$ cat src/rtl/buzzer_scheduler.sv
// Round-robin scheduler that shares one tone generator between four note requesters.
// Each accepted note plays for its duration in ms, then a programmable silent gap follows.
module buzzer_scheduler #(
    parameter int unsigned MS_DIV = 50000
) (
    input  logic        clk,
    input  logic        rstn,
    input  logic [3:0]  reqValid,
    input  logic [31:0] reqNote,
    input  logic [31:0] reqVelo,
    input  logic [63:0] reqTime,
    output logic [3:0]  reqReady,
    input  logic [7:0]  gapTime,
    input  logic        mute,
    output logic [7:0]  noteOut,
    output logic [7:0]  veloOut,
    output logic        playing,
    output logic [1:0]  grantId,
    output logic        busy,
    output logic [3:0]  done
);

    localparam int unsigned PreW = (MS_DIV > 1) ? $clog2(MS_DIV) : 1;
    localparam logic [PreW-1:0] PreMax = PreW'(MS_DIV - 1);

    typedef enum logic [1:0] {
        StIdle = 2'd0,
        StPlay = 2'd1,
        StGap  = 2'd2
    } state_e;

    state_e          state_q, state_d;
    logic [7:0]      note_q, note_d;
    logic [7:0]      velo_q, velo_d;
    logic [1:0]      grant_q, grant_d;
    logic [1:0]      last_grant_q, last_grant_d;
    logic [15:0]     cnt_q, cnt_d;
    logic [PreW-1:0] pre_q, pre_d;
    logic [3:0]      done_q, done_d;
    logic [7:0]      note_out_q, note_out_d;
    logic [7:0]      velo_out_q, velo_out_d;
    logic            playing_q, playing_d;
    logic            busy_q, busy_d;

    logic            win_valid;
    logic [1:0]      win_id;
    logic [1:0]      cand;
    logic            accept;
    logic [7:0]      sel_note;
    logic [7:0]      sel_velo;
    logic [15:0]     sel_time;
    logic            pre_wrap;

    // Search starts just after the last winner, so the last winner is checked last.
    always_comb begin
        win_valid = 1'b0;
        win_id    = 2'd0;
        cand      = 2'd0;
        for (int k = 1; k <= 4; k++) begin
            cand = last_grant_q + 2'(k);
            if (!win_valid && reqValid[cand]) begin
                win_valid = 1'b1;
                win_id    = cand;
            end
        end
    end

    assign accept   = (state_q == StIdle) && win_valid;
    assign reqReady = accept ? (4'b0001 << win_id) : 4'b0000;

    assign sel_note = reqNote[{win_id, 3'b000} +: 8];
    assign sel_velo = reqVelo[{win_id, 3'b000} +: 8];
    assign sel_time = reqTime[{win_id, 4'b0000} +: 16];

    assign pre_wrap = (pre_q == PreMax);

    always_comb begin
        state_d      = state_q;
        note_d       = note_q;
        velo_d       = velo_q;
        grant_d      = grant_q;
        last_grant_d = last_grant_q;
        cnt_d        = cnt_q;
        pre_d        = pre_q;
        done_d       = 4'b0000;

        case (state_q)
            StIdle: begin
                if (accept) begin
                    note_d       = sel_note;
                    velo_d       = sel_velo;
                    grant_d      = win_id;
                    last_grant_d = win_id;
                    if (sel_time != 16'd0) begin
                        state_d = StPlay;
                        cnt_d   = sel_time;
                        pre_d   = '0;
                    end else begin
                        // Zero-length note: nothing is played, the owner just sees done.
                        done_d = 4'b0001 << win_id;
                    end
                end
            end

            StPlay: begin
                if (pre_wrap) begin
                    pre_d = '0;
                    if (cnt_q == 16'd1) begin
                        done_d = 4'b0001 << grant_q;
                        if (gapTime != 8'd0) begin
                            state_d = StGap;
                            cnt_d   = {8'd0, gapTime};
                        end else begin
                            state_d = StIdle;
                            cnt_d   = 16'd0;
                        end
                    end else begin
                        cnt_d = cnt_q - 16'd1;
                    end
                end else begin
                    pre_d = pre_q + 1'b1;
                end
            end

            StGap: begin
                if (pre_wrap) begin
                    pre_d = '0;
                    if (cnt_q == 16'd1) begin
                        state_d = StIdle;
                        cnt_d   = 16'd0;
                    end else begin
                        cnt_d = cnt_q - 16'd1;
                    end
                end else begin
                    pre_d = pre_q + 1'b1;
                end
            end

            default: begin
                state_d = StIdle;
            end
        endcase
    end

    // Outputs are registered from the next state so they line up with the state they describe.
    always_comb begin
        playing_d  = (state_d == StPlay);
        busy_d     = (state_d != StIdle);
        note_out_d = (playing_d && !mute) ? note_d : 8'd0;
        velo_out_d = playing_d ? velo_d : 8'd0;
    end

    always_ff @(posedge clk or negedge rstn) begin
        if (!rstn) begin
            state_q      <= StIdle;
            note_q       <= 8'd0;
            velo_q       <= 8'd0;
            grant_q      <= 2'd0;
            last_grant_q <= 2'd3;
            cnt_q        <= 16'd0;
            pre_q        <= '0;
            done_q       <= 4'b0000;
            note_out_q   <= 8'd0;
            velo_out_q   <= 8'd0;
            playing_q    <= 1'b0;
            busy_q       <= 1'b0;
        end else begin
            state_q      <= state_d;
            note_q       <= note_d;
            velo_q       <= velo_d;
            grant_q      <= grant_d;
            last_grant_q <= last_grant_d;
            cnt_q        <= cnt_d;
            pre_q        <= pre_d;
            done_q       <= done_d;
            note_out_q   <= note_out_d;
            velo_out_q   <= velo_out_d;
            playing_q    <= playing_d;
            busy_q       <= busy_d;
        end
    end

    assign noteOut = note_out_q;
    assign veloOut = velo_out_q;
    assign playing = playing_q;
    assign busy    = busy_q;
    assign grantId = grant_q;
    assign done    = done_q;

endmodule
$ cat config.mk
export PLATFORM = sky130hd
export DESIGN_NAME = buzzer_scheduler
export DESIGN_NICKNAME = d
export VERILOG_FILES = /design/src/rtl/buzzer_scheduler.sv
export SDC_FILE = /design/constraint.sdc
export NUM_CORES = 1
export LEC_CHECK = 0
export ABC_AREA = 0
export CORE_ASPECT_RATIO = 2
export CORE_UTILIZATION = 49
export CTS_BUF_LIST = sky130_fd_sc_hd__clkbuf_4 sky130_fd_sc_hd__clkbuf_8
export CTS_CLUSTER_SIZE = 30
export DETAILED_ROUTE_END_ITERATION = 7
export HOLD_SLACK_MARGIN = 0.15
export PLACE_DENSITY = 0.84
export SLEW_MARGIN = 10
export SYNTH_ARGS = -nofsm -noshare
export SYNTH_HDL_FRONTEND = slang
export SYNTH_SLANG_ARGS = --single-unit
$ cat constraint.sdc
create_clock -name clk -period 3.78 [get_ports clk]
set_input_delay 0.378 -clock clk [delete_from_list [all_inputs] [get_ports clk]]
set_output_delay 0.378 -clock clk [all_outputs]
set_load 0.005 [all_outputs]
==> metrics.md, run 1 <==
| Metric | Value |
|---|---|
| Status | `finished, final reports clean` |
| Share of cells above drive strength 1 | `8.87%` |
| Vias per inst | `5.90` |
| Setup_tns | `0 ns` |
| Synth top area cells | `dfrtp_1 (34%), mux2i_1 (12%), nand2_1 (6.2%), mux2_2 (4.5%), o21ai_0 (3.8%)` |
| Core Util, Final | `68.6%` |
| Post-Synth XOR/XNOR Area | `0.639%` |
| # Post-CTS Setup Buffers | `0` |
| Synth top area share | `33.8%` |
| Sequential area share after synthesis | `34.7%` |
| Setup crit start kind | `flip-flop` |
| Worst hold path type | `in -> async` |
| Final Setup Violations | `0` |
| Critical Path Fanout Max | `32` |
| CTS tree | `done` |
| Largest net degree at the start of global routing | `77` |
| Top-count cell post-synth | `nand2_1` |
| Final nets | `934` |
| Hold WS | `0.146 ns` |
| Antenna Cells | `0` |
| Total number of vias | `5478` |
| First-pass GRT wire length | `25.8 mm` |
| Async SR Flop Fraction | `100%` |
| Vias in the first global route | `5431` |
| Post-Layout Cell Count | `929` |
| Fmax | `308 MHz` |
| DRT antenna net count | `0` |
| Synth Area in Adders | `1.60%` |
| Syn avg cell area | `8.64 µm²` |
| Maxcap violations | `0` |
| Area leader, netlist | `dfrtp_1` |
| Syn_nets | `785` |
| Post-cts sizing count | `0` |
| Num Clock Sinks | `76` |
| EDFF count, synth | `0` |
| Slew at the pin closest to its max-slew limit | `1.07 ns` |
| RSZ-0062 raised after global routing | `false` |
| Synth top cells by count | `nand2_1 (91), dfrtp_1 (74), mux2i_1 (65), o21ai_0 (42), nor3_1 (36)` |
| # H-tree levels | `3` |
| Cts hold-fix bufs | `0` |
| DPL Wire Length | `12.9 mm` |
| Slew headroom | `28.6%` |
| Gr ovfl total | `0` |
| DIE AREA | `11600 µm²` |
| Root buffer cell | `clkbuf_8` |
| 1st-iter DRT viols | `191` |
| Synth-to-Final Area Change | `36.1%` |
| LEAKAGE | `0.00304 µW` |
| Worst-case clock buffer depth | `2` |
| Later-pin clock latency in the skew report | `0.37 ns` |
| Final Critical Period | `3.24 ns` |
| Critical Path AT | `3.46 ns` |
| Post-synthesis cell area | `5480 µm²` |
| GP Congestion | `0.915` |
| Routed length per instance | `18.0 µm` |
| Core area | `10900 µm²` |
| Max VDD drop | `0.404 mV` |
| I/O pin total | `171` |
| Port Buffers | `170` |
| Initial antenna violation count | `0` |
| Remaining DRCs | `0` |
| CP endpoint kind | `flip-flop` |
| Num CTS Buffers | `9` |
| Total track usage | `28.6%` |
| First drt pass iteration count | `5` |
| Post-synthesis cell count | `635` |
| Power Density | `650 nW/µm²` |
| Combinational family with the most area after synthesis | `simple AND/OR/NAND/NOR gates` |
| Fillers | `867` |
| Worst Path Required | `4.00 ns` |
| Post-synth top flop | `dfrtp_1` |
| Critical path type | `reg -> reg` |
| Mux cell area share after synthesis | `16.6%` |
| Tcrit/Tclk final | `85.8%` |
| Dpl cells | `913` |
| Compound-Gate Fraction of Synth Area | `18.1%` |
| Cell variety after synth | `64` |
| Seq cells post-synth | `76` |
| Max-slew violation count | `0` |
| Initial cell density of the core | `50.4%` |
| Die Y | `152 µm` |
| Die width | `76.8 µm` |
| Simple logic cell fraction of the synthesized area | `23.3%` |
| Final WL | `16.7 mm` |
| Synthesis Warnings | `0` |
| FP Rows | `54` |
| Final Hold Fails | `0` |
| Worst Skew | `0.0153 ns` |
| Clk slew on worst S/H paths | `0.09 ns` |
-- layout by cell type, fill, tap and decap left out, types with 6 or more instances in the layout --
cell type | netlist | final
clkbuf_8 | 0 | 9
inv_1 | 12 | 12
ha_1 | 7 | 7
nand3_1 | 25 | 25
mux2i_1 | 65 | 65
nor2_1 | 31 | 31
a31oi_1 | 15 | 14
o211ai_1 | 14 | 14
nor3b_1 | 13 | 13
nand2_1 | 91 | 91
o21a_1 | 8 | 8
clkdlybuf4s50_1 | 0 | 169
nor3_1 | 36 | 36
o2bb2ai_1 | 6 | 6
a21oi_1 | 18 | 18
buf_4 | 5 | 12
nor4_1 | 14 | 14
dfrtp_1 | 74 | 74
mux2_2 | 22 | 22
nand2b_1 | 15 | 15
o21ai_0 | 42 | 42
-- through the flow --
stage,setup WS (ns),power (µW),area (µm²)
after floorplan,0.955,3320,5480
after global placement,0.320,4140,7280
after detailed placement,0.216,4260,7280
after CTS,0.539,4860,7460
after global routing,0.272,5180,7460
final,0.535,4850,7460
-- sequential cells by signal, indices dropped and copies added (netlist names) --
register and flops:
state_q 2, playing 1, busy 1, veloOut 8
cnt_q 16, noteOut 8, last_grant_q 2, velo_q 8
note_q 8, pre_q 16, done 4, grantId 2
-- kinds of logic after synthesis --
| kind of cell | Yosys count |
|---|---|
| simple gates | 255 |
| buf+inv | 58 |
| flops | 76 |
| fa+ha+maj | 7 |
| mux | 88 |
| compound gates | 147 |
| xor+xnor | 4 |
-- worst paths after layout --
| path | startpoint | to | slack [ns] | cells after the start |
|---|---|---|---|---|
| worst max-delay path | last_grant_q[1] | noteOut[4] | 0.54 | 9 |
| worst min-delay path | rstn | pre_q[12] | 0.15 | 1 |
| worst max register to register | last_grant_q[1] | noteOut[4] | 0.54 | 9 |
| max in group asynchronous | rstn | velo_q[0] | 3.01 | 1 |
| min in group clk | velo_q[3] | velo_q[3] | 0.48 | 2 |
| worst min register to register | velo_q[3] | velo_q[3] | 0.48 | 2 |
-- area by class of cell --
type | instances | area, µm² | area share (%)
timing repair buffer | 184 | 1840 | 24.7
tap | 140 | 175 | 2.35
clock buffer | 9 | 124 | 1.66
clock inverter | 7 | 57.6 | 0.771
multi-input combinational | 501 | 3320 | 44.4
sequential | 76 | 1900 | 25.5
inverter | 12 | 45.0 | 0.604
-- report_power, final --
group / switching (µW) / internal (µW) / leakage (µW) / total [µW]
Combinational: 1550 / 1270 / 0.00199 / 2820
Clock: 333 / 248 / 0.0000886 / 581
Sequential: 291 / 1160 / 0.000965 / 1450
-- worst max-delay path: stages, from the launching register on --
cell and delay, ns:
dfstp_2 0.60, nand3b_1 0.15, a31oi_4 0.23, buf_12 0.26
mux2i_1 0.22, mux2i_1 0.13, nor4_1 0.37, nand4_2 0.40
a22oi_4 0.58, nor3_1 0.13
-- routing by layer --
layer  part of all wire [%]  up-vias  global-route usage [%]
li1                       -     2620                       -
met1                     34     2596                    26.8
met2                     55      211                    55.1
met3                    5.2       51                    4.67
met4                    5.0        0                    20.6
met5                      0        -                       0
Power figures use the tool's default switching activity.
==> run 2, diff against run 1 <==
--- a/config.mk
+++ b/config.mk
@@ -10,4 +10,5 @@
 export CORE_UTILIZATION = 49
 export CTS_BUF_LIST = sky130_fd_sc_hd__clkbuf_4 sky130_fd_sc_hd__clkbuf_8
+export CTS_CLUSTER_DIAMETER = 40
 export CTS_CLUSTER_SIZE = 30
 export DETAILED_ROUTE_END_ITERATION = 7
==> constraint.sdc (replaced) <==
create_clock -name clk -period 3.78 [get_ports clk]
set_input_delay 0.567 -clock clk [delete_from_list [all_inputs] [get_ports clk]]
set_output_delay 0.567 -clock clk [all_outputs]
set_load 0.005 [all_outputs]
==> metrics.md, run 2 (synthesis gave the netlist of run 1 again) <==
| Metric | Value |
|---|---|
| Status | `finished, final reports clean` |
| Clock share of power | `13.8%` |
| Synth-to-Final Area Change | `37.4%` |
| Cts hold-fix bufs | `0` |
| Critical Path Fanout Max | `38` |
| First-pass GRT wire length | `26.0 mm` |
| # Post-CTS Setup Buffers | `0` |
| Die Y | `152 µm` |
| 1st-iter DRT viols | `243` |
| RSZ-0062 raised after global routing | `false` |
| DRT antenna net count | `0` |
| Fillers | `838` |
| Vias per inst | `6.02` |
| Num CTS Buffers | `9` |
| Worst Path Required | `3.21 ns` |
| Total track usage | `28.4%` |
| Final Hold Fails | `0` |
| Hold WS | `0.333 ns` |
| Max VDD drop | `0.481 mV` |
| Slew headroom | `35.0%` |
| Critical path type | `in -> out` |
| Power Density | `664 nW/µm²` |
| Sw Ratio | `43.5%` |
| Die width | `76.8 µm` |
| Critical Path AT | `2.88 ns` |
| Vias in the first global route | `5595` |
| Top flop regs | `cnt_q: 16 flops, pre_q: 16 flops` |
| First drt pass iteration count | `5` |
| I/O pin total | `171` |
| Max-slew violation count | `0` |
| P_int | `2820 µW` |
| Maxcap violations | `0` |
| Post-cts sizing count | `0` |
| Fmax | `290 MHz` |
| Setup_tns | `0 ns` |
| Initial antenna violation count | `0` |
| Largest net degree at the start of global routing | `77` |
| CP endpoint kind | `primary output` |
| Commonest non-fill, non-tap cell in the layout | `clkdlybuf4s50_1` |
| Worst setup path startpoint | `reqValid[3]` |
| Clk slew on worst S/H paths | `0.07 ns` |
| Slew at the pin closest to its max-slew limit | `0.974 ns` |
| Worst hold path type | `in -> async` |
| Reg-to-reg endpoint | `cnt_q[1]` |
| Port Buffers | `170` |
| R2R setup slack | `0.51 ns` |
| FP Rows | `54` |
| P_sw | `2180 µW` |
| # H-tree levels | `3` |
| Remaining DRCs | `0` |
| Combinational Power Share | `57.1%` |
| Routed length per instance | `18.0 µm` |
| Sequential share of power | `29.1%` |
| Antenna Cells | `0` |
| Share of cells above drive strength 1 | `9.33%` |
| Total number of vias | `5619` |
| CTS tree | `done` |
| Final Setup Violations | `0` |
| Final nets | `938` |
| Tcrit/Tclk final | `91.3%` |
| Later-pin clock latency in the skew report | `0.36 ns` |
| Final WL | `16.8 mm` |
| GP Congestion | `0.906` |
| DIE AREA | `11600 µm²` |
| Most frequent cells in the layout | `clkdlybuf4s50_1 (169), nand2_1 (91), dfrtp_1 (74)` |
| Initial cell density of the core | `50.4%` |
| LEAKAGE | `0.00308 µW` |
| Num Clock Sinks | `76` |
| Final Critical Period | `3.45 ns` |
| R2R cell count | `11` |
| Core area | `10900 µm²` |
| R2r startpoint | `last_grant_q[1]` |
| Worst-case clock buffer depth | `2` |
| Worst Skew | `0.0108 ns` |
| Root buffer cell | `clkbuf_8` |
| DPL Wire Length | `12.8 mm` |
| PnR Total Power | `5000 µW` |
| Gr ovfl total | `0` |
| Crit path to | `reqReady[3]` |
| Setup crit start kind | `input port` |
-- run 2: changes by cell type in the layout (fill, tap and decap cells not counted) --
cell	delta
bufinv_16	+2
inv_8	-1
buf_4	+4
clkinvlp_4	-1
clkinv_4	+2
inv_6	-2
-- run 2: critical path, cell delays in order --
cell and delay, ns:
clkdlybuf4s50_1 0.53, nand3b_1 0.15, a31oi_4 0.22, buf_4 0.47
nand2_1 0.26, nor2_1 0.16, clkdlybuf4s50_1 0.51
-- run 2: final cells by class --
cell class	count	area (µm²)	area share [%]
clock buffer	9	124	1.64
clock inverter	7	98.8	1.31
tap	140	175	2.32
inverter	12	45.0	0.598
sequential	76	1900	25.3
timing repair buffer	188	1870	24.8
multi-input combinational	501	3320	44.0
-- run 2: how the worst min path moves through the flow --
| stage | depth (start not counted) | endpoint |
|---|---|---|
| floorplan | 0 | busy |
| global placement | 2 | velo_q[7] |
| detailed placement | 2 | velo_q[3] |
| CTS | 1 | pre_q[12] |
| global route | 1 | pre_q[12] |
| finish | 1 | pre_q[14] |
-- run 2: metrics by stage --
step | util, % | std cells | instance area [µm²] | setup WS [ns]
after floorplan | - | 635 | 5480 | 0.955
after global placement | 67.2 | 917 | 7310 | 0.220
after detailed placement | 67.2 | 917 | 7310 | 0.0272
after CTS | 69.3 | 933 | 7530 | 0.334
after global routing | 69.3 | 933 | 7530 | 0.206
final | 69.3 | 933 | 7530 | 0.330
-- run 2: metal layers --
metal | vias to the layer above | global-route usage (%) | wire (µm)
met2 | 268 | 54.4 | 9170
met5 | - | 0 | 0
li1 | 2638 | - | -
met3 | 70 | 4.55 | 892
met1 | 2643 | 27.2 | 5770
met4 | 0 | 19.9 | 1000
-- run 2: power groups by stage --
stage	clock [µW]	sequential (µW)	combinational, µW
global placement	0	1440	2720
CTS	701	1450	2840
global route	735	1490	3090
finish	689	1450	2860
detailed placement	0	1450	2830
floorplan	0	1380	1930
==> run 3, diff against run 2 <==
- CORE_MARGIN: default -> 2
==> metrics.md, run 3 (synthesis gave the netlist of run 1 again) <==
| Metric | Value |
|---|---|
| Slew at the pin closest to its max-slew limit | `0.962 ns` |
| CP bufs+invs | `3` |
| # H-tree levels | `3` |
| First-pass GRT wire length | `27.4 mm` |
| DRT antenna net count | `0` |
| Later-pin clock latency in the skew report | `0.36 ns` |
| Setup crit start kind | `input port` |
| Total number of vias | `5592` |
| Worst Skew | `0.0157 ns` |
| LEAKAGE | `0.00307 µW` |
| Status | `finished, final reports clean` |
| Clk slew on worst S/H paths | `0.08 ns` |
| Total track usage | `28.7%` |
| Max VDD drop | `0.385 mV` |
| Power Density | `668 nW/µm²` |
| Max-slew violation count | `0` |
| Synth-to-Final Area Change | `36.9%` |
| First drt pass iteration count | `5` |
| Final WL | `17.6 mm` |
| I/O pin total | `171` |
| Maxcap violations | `0` |
| Tcrit/Tclk final | `92.1%` |
| Setup_tns | `0 ns` |
| RSZ-0062 raised after global routing | `false` |
| Antenna Cells | `0` |
| # Post-CTS Setup Buffers | `0` |
| Vias in the first global route | `5789` |
| Share of cells above drive strength 1 | `8.64%` |
| Final Setup Violations | `0` |
| Core area | `10900 µm²` |
| Port Buffers | `170` |
| CP max stage cell | `clkdlybuf4s50_1` |
| Largest net degree at the start of global routing | `77` |
| Final nets | `932` |
| Critical Path Fanout Max | `38` |
| Post-cts sizing count | `0` |
| DPL Wire Length | `13.6 mm` |
| Remaining DRCs | `0` |
| Most frequent cells in the layout | `clkdlybuf4s50_1 (169), nand2_1 (91), dfrtp_1 (74)` |
| DIE AREA | `12100 µm²` |
| Die width | `78.8 µm` |
| Gr ovfl total | `0` |
| 1st-iter DRT viols | `274` |
| Top flop regs | `cnt_q: 16 flops, pre_q: 16 flops` |
| Root buffer cell | `clkbuf_8` |
| CP endpoint kind | `primary output` |
| Worst Path Required | `3.21 ns` |
| Core Util, Final | `69.0%` |
| Slew headroom | `35.8%` |
| Num Clock Sinks | `76` |
| Worst hold path type | `in -> async` |
| Initial antenna violation count | `0` |
| Final Hold Fails | `0` |
| Worst-case clock buffer depth | `2` |
| CTS tree | `done` |
| Crit path max-delay family | `buffers and inverters` |
| Vias per inst | `6.03` |
| Num CTS Buffers | `9` |
| Critical-path cell list | `clkdlybuf4s50_1, nand3b_1, a31oi_4, buf_4, nand2_1, nor2_1, clkdlybuf4s50_1` |
| Commonest non-fill, non-tap cell in the layout | `clkdlybuf4s50_1` |
| Critical path type | `in -> out` |
| Die Y | `154 µm` |
| Routed length per instance | `19.0 µm` |
| Fmax | `287 MHz` |
| Cts hold-fix bufs | `0` |
| Initial cell density of the core | `50.4%` |
| GP Congestion | `0.914` |
| Final Critical Period | `3.48 ns` |
| FP Rows | `54` |
| Worst path most repeated cell | `clkdlybuf4s50_1` |
| Critical Path AT | `2.91 ns` |
| CP max stage delay | `0.53 ns` |
## run 3: cell count changes in the layout (fill, tap and decap cells not counted)
cell        change
buf_4           -6
clkbuf_8        +3
clkbuf_4        +1
clkinv_2        -1
clkinv_4        -1
clkinvlp_4      -1
inv_6           -1
## run 3: path summary, 6_finish.rpt
kind / startpoint / endpoint / slack, ns / depth (start not counted)
worst min register to register: velo_q[0] / velo_q[0] / 0.49 / 2
worst max-delay path: reqValid[3] / reqReady[2] / 0.30 / 7
max in group asynchronous: rstn / cnt_q[7] / 2.80 / 1
min in group clk: velo_q[0] / velo_q[0] / 0.49 / 2
worst max register to register: cnt_q[5] / noteOut[7] / 0.52 / 8
worst min-delay path: rstn / pre_q[9] / 0.34 / 1
## run 3: layout make-up
class                           instances  area [µm²]
Fill cell                             874        3370
Multi-Input combinational cell        501        3320
Sequential cell                        76        1900
Timing Repair Buffer                  182        1830
Tap cell                              140         175
Clock buffer                           13         173
Clock inverter                          3        68.8
Inverter                               12        45.0
## run 3: through the flow
step	cell area [µm²]	hold slack, ns	instances	total power [µW]	worst slack [ns]
after floorplan	5480	0.271	635	3320	0.955
after global placement	7270	0.462	911	4140	0.230
after detailed placement	7270	0.474	911	4270	0.127
after CTS	7510	0.388	927	5010	0.326
after global routing	7510	0.417	927	5350	0.198
final	7510	0.344	927	5010	0.300
## run 3: power breakdown
part	internal, µW	switching, µW	leakage [µW]	total [µW]
Combinational	1250	1570	0.00198	2820
Sequential	1170	299	0.000965	1460
Clock	435	295	0.000123	729
## run 3: metal layers
| metal | global-route usage (%) | wire length [µm] | vias to the layer above |
|---|---|---|---|
| li1 | - | - | 2619 |
| met1 | 26.0 | 5800 | 2674 |
| met2 | 55.5 | 9730 | 242 |
| met3 | 5.46 | 1010 | 57 |
| met4 | 18.0 | 1040 | 0 |
| met5 | 0 | 0 | - |
